**config.mk**
```make
export PLATFORM = sky130hd
export DESIGN_NAME = cpu_clock_ctrl
export DESIGN_NICKNAME = d
export VERILOG_FILES = /design/src/rtl/cpu_clock_ctrl.sv
export SDC_FILE = /design/constraint.sdc
export NUM_CORES = 1
export LEC_CHECK = 0
export CAP_MARGIN = 20
export CORE_ASPECT_RATIO = 0.9
export CORE_MARGIN = 4
export CORE_UTILIZATION = 30
export DETAILED_ROUTE_END_ITERATION = 10
export DONT_BUFFER_PORTS = 1
export SLEW_MARGIN = 0
export SYNTH_ARGS = -nofsm -noshare
export SYNTH_HDL_FRONTEND = slang
export SYNTH_SLANG_ARGS = --single-unit
```
**constraint.sdc**
```tcl
create_clock -name main_clk -period 2.3 [get_ports main_clk]
set_clock_uncertainty 0.1 [all_clocks]
set_input_delay 0.69 -clock main_clk [delete_from_list [all_inputs] [get_ports main_clk]]
set_output_delay 0.69 -clock main_clk [all_outputs]
set_load 0.02 [all_outputs]
```
**src/rtl/cpu_clock_ctrl.sv**
```systemverilog
`timescale 1ns/1ps
// CPU clock controller: even divider of main_clk with run/halt/single-step control,
// glitch-free divide-ratio reload, rising-edge tick and CPU cycle counter.
module cpu_clock_ctrl #(
    parameter int HALF_W       = 8,
    parameter int DEFAULT_HALF = 1,
    parameter int CNT_W        = 32,
    parameter bit RESET_RUN    = 1'b1
) (
    input  logic              main_clk,
    input  logic              resetn,
    output logic              mem_clk,
    output logic              clock_out,
    output logic              cpu_tick,
    input  logic              run_req,
    input  logic              step_req,
    input  logic [HALF_W-1:0] half_in,
    input  logic              half_load,
    output logic              halted,
    output logic [HALF_W-1:0] cur_half,
    output logic [CNT_W-1:0]  cycle_count
);

    typedef enum logic [1:0] {
        ST_RUN,
        ST_STOPPING,
        ST_HALT,
        ST_STEP
    } state_t;

    localparam logic [HALF_W-1:0] RESET_HALF =
        (DEFAULT_HALF == 0) ? HALF_W'(1) : HALF_W'(DEFAULT_HALF);
    localparam state_t RESET_STATE = RESET_RUN ? ST_RUN : ST_HALT;

    state_t            state, state_nxt;
    logic [HALF_W-1:0] div_cnt, cnt_nxt;
    logic              clk_nxt;
    logic              tick_nxt;
    logic [CNT_W-1:0]  count_nxt;
    logic [HALF_W-1:0] half_nxt;
    logic              pend_valid, pend_valid_nxt;
    logic [HALF_W-1:0] pend_val, pend_val_nxt;
    logic [HALF_W-1:0] half_in_fixed;
    logic              boundary;
    logic              rise_edge;
    logic              fall_edge;
    logic              divide;

    assign mem_clk       = main_clk;
    assign halted        = (state == ST_HALT) && !clock_out;
    assign half_in_fixed = (half_in == '0) ? HALF_W'(1) : half_in;
    assign boundary      = (div_cnt == (cur_half - HALF_W'(1)));
    assign rise_edge     = boundary && !clock_out;
    assign fall_edge     = boundary && clock_out;

    always_ff @(posedge main_clk or negedge resetn) begin
        if (!resetn) begin
            state       <= RESET_STATE;
            div_cnt     <= '0;
            clock_out   <= 1'b0;
            cpu_tick    <= 1'b0;
            cycle_count <= '0;
            cur_half    <= RESET_HALF;
            pend_valid  <= 1'b0;
            pend_val    <= RESET_HALF;
        end else begin
            state       <= state_nxt;
            div_cnt     <= cnt_nxt;
            clock_out   <= clk_nxt;
            cpu_tick    <= tick_nxt;
            cycle_count <= count_nxt;
            cur_half    <= half_nxt;
            pend_valid  <= pend_valid_nxt;
            pend_val    <= pend_val_nxt;
        end
    end

    // STOPPING halts only where the next rising edge would have been, so phases stay whole.
    always_comb begin
        state_nxt      = state;
        cnt_nxt        = div_cnt;
        clk_nxt        = clock_out;
        tick_nxt       = 1'b0;
        count_nxt      = cycle_count;
        half_nxt       = cur_half;
        pend_valid_nxt = pend_valid;
        pend_val_nxt   = pend_val;
        divide         = 1'b0;

        case (state)
            ST_RUN: begin
                divide = 1'b1;
                if (!run_req) begin
                    state_nxt = ST_STOPPING;
                end
            end
            ST_STOPPING: begin
                if (run_req) begin
                    divide    = 1'b1;
                    state_nxt = ST_RUN;
                end else if (rise_edge) begin
                    state_nxt = ST_HALT;
                    cnt_nxt   = '0;
                end else begin
                    divide = 1'b1;
                end
            end
            ST_HALT: begin
                cnt_nxt = '0;
                clk_nxt = 1'b0;
                if (run_req) begin
                    state_nxt = ST_RUN;
                end else if (step_req) begin
                    state_nxt = ST_STEP;
                end
                if (pend_valid) begin
                    half_nxt       = pend_val;
                    pend_valid_nxt = 1'b0;
                end
            end
            ST_STEP: begin
                divide = 1'b1;
                if (fall_edge) begin
                    state_nxt = run_req ? ST_RUN : ST_HALT;
                end
            end
            default: begin
                state_nxt = ST_HALT;
            end
        endcase

        // A new ratio only takes effect at a falling boundary, where the counter restarts.
        if (divide) begin
            if (boundary) begin
                cnt_nxt = '0;
                clk_nxt = !clock_out;
                if (!clock_out) begin
                    tick_nxt  = 1'b1;
                    count_nxt = cycle_count + CNT_W'(1);
                end else if (pend_valid) begin
                    half_nxt       = pend_val;
                    pend_valid_nxt = 1'b0;
                end
            end else begin
                cnt_nxt = div_cnt + HALF_W'(1);
            end
        end

        if (half_load) begin
            pend_val_nxt   = half_in_fixed;
            pend_valid_nxt = 1'b1;
        end
    end

endmodule

```
==> run metrics <==
initial DRC count roughly 210; LEAKAGE 2.42 nW; share of cells above drive strength 1 38.3%; placed cell areas 0.00462 mm^2; Worst EP required 2440 ps; Num CTS Buffers 9; violated checks negative setup slack; PortBufs 0; total grt overflow 0; number of flops mapped to enable cells by yosys 0; Die Wd between 100 and 150 um; Clock Latency Late Sink 330 ps; worst rel slew slack 64.8%; initial antenna violation count 0; status finished, violations left; number of global-route vias before repair 3446; CP arrival 2710 ps; cell area after synthesis 0.00373 mm^2; core area about 0.012 mm^2; Pre-Repair DR Iteration Count 5; Post-synth top cells dfrtp_1, xor2_1, nor3_1; Die Y 114 um; die area between 0.01 and 0.015 mm^2; Worst setup EP type register; first-pass GRT wire length between 15000 and 20000 um; crit share post-route 112%; design area ~0.0054 mm^2; Routed WL 11100 um; DR vias 3406; Least-Margin Pin Slew around 530 ps; FILL cells 1153; count of final setup violators 53; total power between 3 and 4 mW; Max Fclk between 300 and 400 MHz; post-synthesis xor/xnor area fraction about a tenth; RSZ-0062 raised after global routing true; Critical Path Fanout Max 8; Worst setup SP type register; Synth area leader dfrtp_1; GRT Resource Usage Total 15.3%; Worst Setup Path Type reg -> reg; P&R area growth vs syn 44.3%; TritonCTS clock tree yes; number of max-cap violations 0; min-delay worst type in -> async; DR WL/cell 17.4 um; Final Hold Viols 0; Routability Congestion approximately 0.85; async set or reset register ratio after synthesis 100%; H-Tree Depth 3; num rows 38; clk slew on worst S/H paths 50 ps; Final WS setup -267 ps; largest net degree at the start of global routing 60; Final Critical Period approximately 2600 ps; post-route ant nets 0; Synth area leaders dfrtp_1, xor2_1, nor3_1; DRC viols 0; Seq cells post-synth 61; syn_area_per_cell 9.50 um^2; layout net count 495; Vias/cell 5.32; CTS Root Cell clkbuf_16; hpwl dp 7590 um; most common cell in the netlist dfrtp_1; post-synthesis compound-gate area fraction 12.7%; Synth top area share 39.5%; Max Buffers Root-to-Sink 2; main combinational cell family by area after synthesis simple AND/OR/NAND/NOR gates; ys flop type dfrtp_1; clock sinks 61; Pwr Density 686 mW/mm^2; syn_nets 413; synth warn 0; Adder-Cell Fraction of Synth Area 2.35%; antenna fix cells 0; Final Max Tran Viols 0; io pins 57; starting density of the core 30.8%; Max rail drop VDD ~0.38 mV; simple-gate portion of the synthesized area 27.1%; mux share of post-synthesis cell area 2.95%; post-synthesis cell count 393; Synth cell types a little under 60; register area share after synthesis 40.9%
## cell usage in the layout, fill, tap and decap left out, types with 4 or more instances in the layout
master,netlist,final
buf_4,1,72
dfrtp_1,59,55
xor2_1,31,31
nand2_1,26,26
nor2_1,22,22
nand3_1,22,22
buf_6,1,16
nor3_1,29,15
o21ai_1,1,12
inv_1,13,11
o211ai_1,11,11
xnor2_1,10,10
clkbuf_16,0,10
a21oi_1,9,9
nor3_2,0,8
nor2b_1,10,8
a222oi_1,7,7
nor4_4,1,7
mux2_2,7,7
and3_1,6,6
nor3_4,0,6
nand4_1,5,5
ha_1,7,5
and2_1,4,4
nand2b_1,4,4
o21ai_0,17,4
nor4b_1,4,4
nor4_1,6,4
and4bb_2,4,4
dfrtp_2,0,4
## repair_timing
item	4_1_cts	5_1_grt
pin swaps	13	23
gates cloned	0	1
resized for setup	24	37
setup buffers	12	6
hold buffers	1	0
setup endpoints to repair	54	54
hold endpoints to repair	59	0
## final timing paths
| path | depth (start not counted) | startpoint | endpoint | slack [ps] |
|---|---|---|---|---|
| setup reg to reg | 9 | cur_half[1]$_DFF_PN0_ | div_cnt[3]$_DFFE_PN0P_ | -270 |
| setup / recovery | 9 | cur_half[1]$_DFF_PN0_ | div_cnt[3]$_DFFE_PN0P_ | -270 |
| max in group asynchronous | 1 | resetn | cur_half[1]$_DFF_PN0_ | 1690 |
| hold reg to reg | 2 | pend_val[0]$_DFFE_PN1P_ | pend_val[0]$_DFFE_PN1P_ | 430 |
| min in group main_clk | 1 | half_load | pend_val[0]$_DFFE_PN1P_ | 310 |
| hold / removal | 0 | resetn | pend_val[0]$_DFFE_PN1P_ | 100 |
## layer usage
metal	track usage (%)	part of all wire (%)
met5	0	0
met4	4.55	0.80
met3	5.71	7.4
met2	25.8	50
met1	18.2	42
## metrics by stage
stage | utilization, % | instances | setup WS, ps | hold slack (ps) | setup TNS, ps
after floorplan | - | 393 | -154 | 294 | -4130
after global placement | 38.1 | 605 | -229 | 298 | -8170
after detailed placement | 38.1 | 605 | -298 | 298 | -10340
after CTS | 42.5 | 633 | -204 | 83.2 | -8270
after global routing | 44.5 | 640 | -320 | 78.3 | -13810
final | 44.5 | 640 | -267 | 100 | -10840
## sequential cells by signal, summed over array words and instances (netlist names)
name and cells:
div_cnt 8, state 2, cycle_count 32, cpu_tick 1, cur_half 8, clock_out 1
pend_valid 1, pend_val 8
## cells by family after synthesis
logic type / after synthesis
AOI/OAI and AO/OA: 67
xor gates and xnor gates: 41
adders and majority gates: 7
buffers and inverters: 39
DFF: 61
muxes: 10
and+or+nand+nor: 168
## layout make-up
class | count | area, um^2 | area share (%)
Multi-Input combinational cell | 293 | 2430 | 45.1
Sequential cell | 61 | 1530 | 28.5
Timing Repair Buffer | 96 | 878 | 16.3
Clock buffer | 12 | 246 | 4.57
Tap cell | 160 | 200 | 3.71
Inverter | 14 | 52.6 | 0.975
Clock inverter | 4 | 47.5 | 0.882
## power by group
part / switching (mW) / total, mW / internal [mW] / leakage (nW)
Clock: 0.478 / 1.34 / 0.864 / 0.143
Sequential: 0.107 / 1.27 / 1.16 / 0.734
Combinational: 0.594 / 1.08 / 0.491 / 1.54
Total: 1.18 / 3.70 / 2.52 / 2.42
## worst max-delay path, cell delays in order (launching register included)
cell and delay [ps]:
dfrtp_2 400, or4_4 540, buf_6 150, o221ai_4 190
o311ai_4 140, a21oi_4 370, buf_8 190, o31ai_4 80
buf_6 160, o211ai_1 160
(Power assumes the default switching activity.)
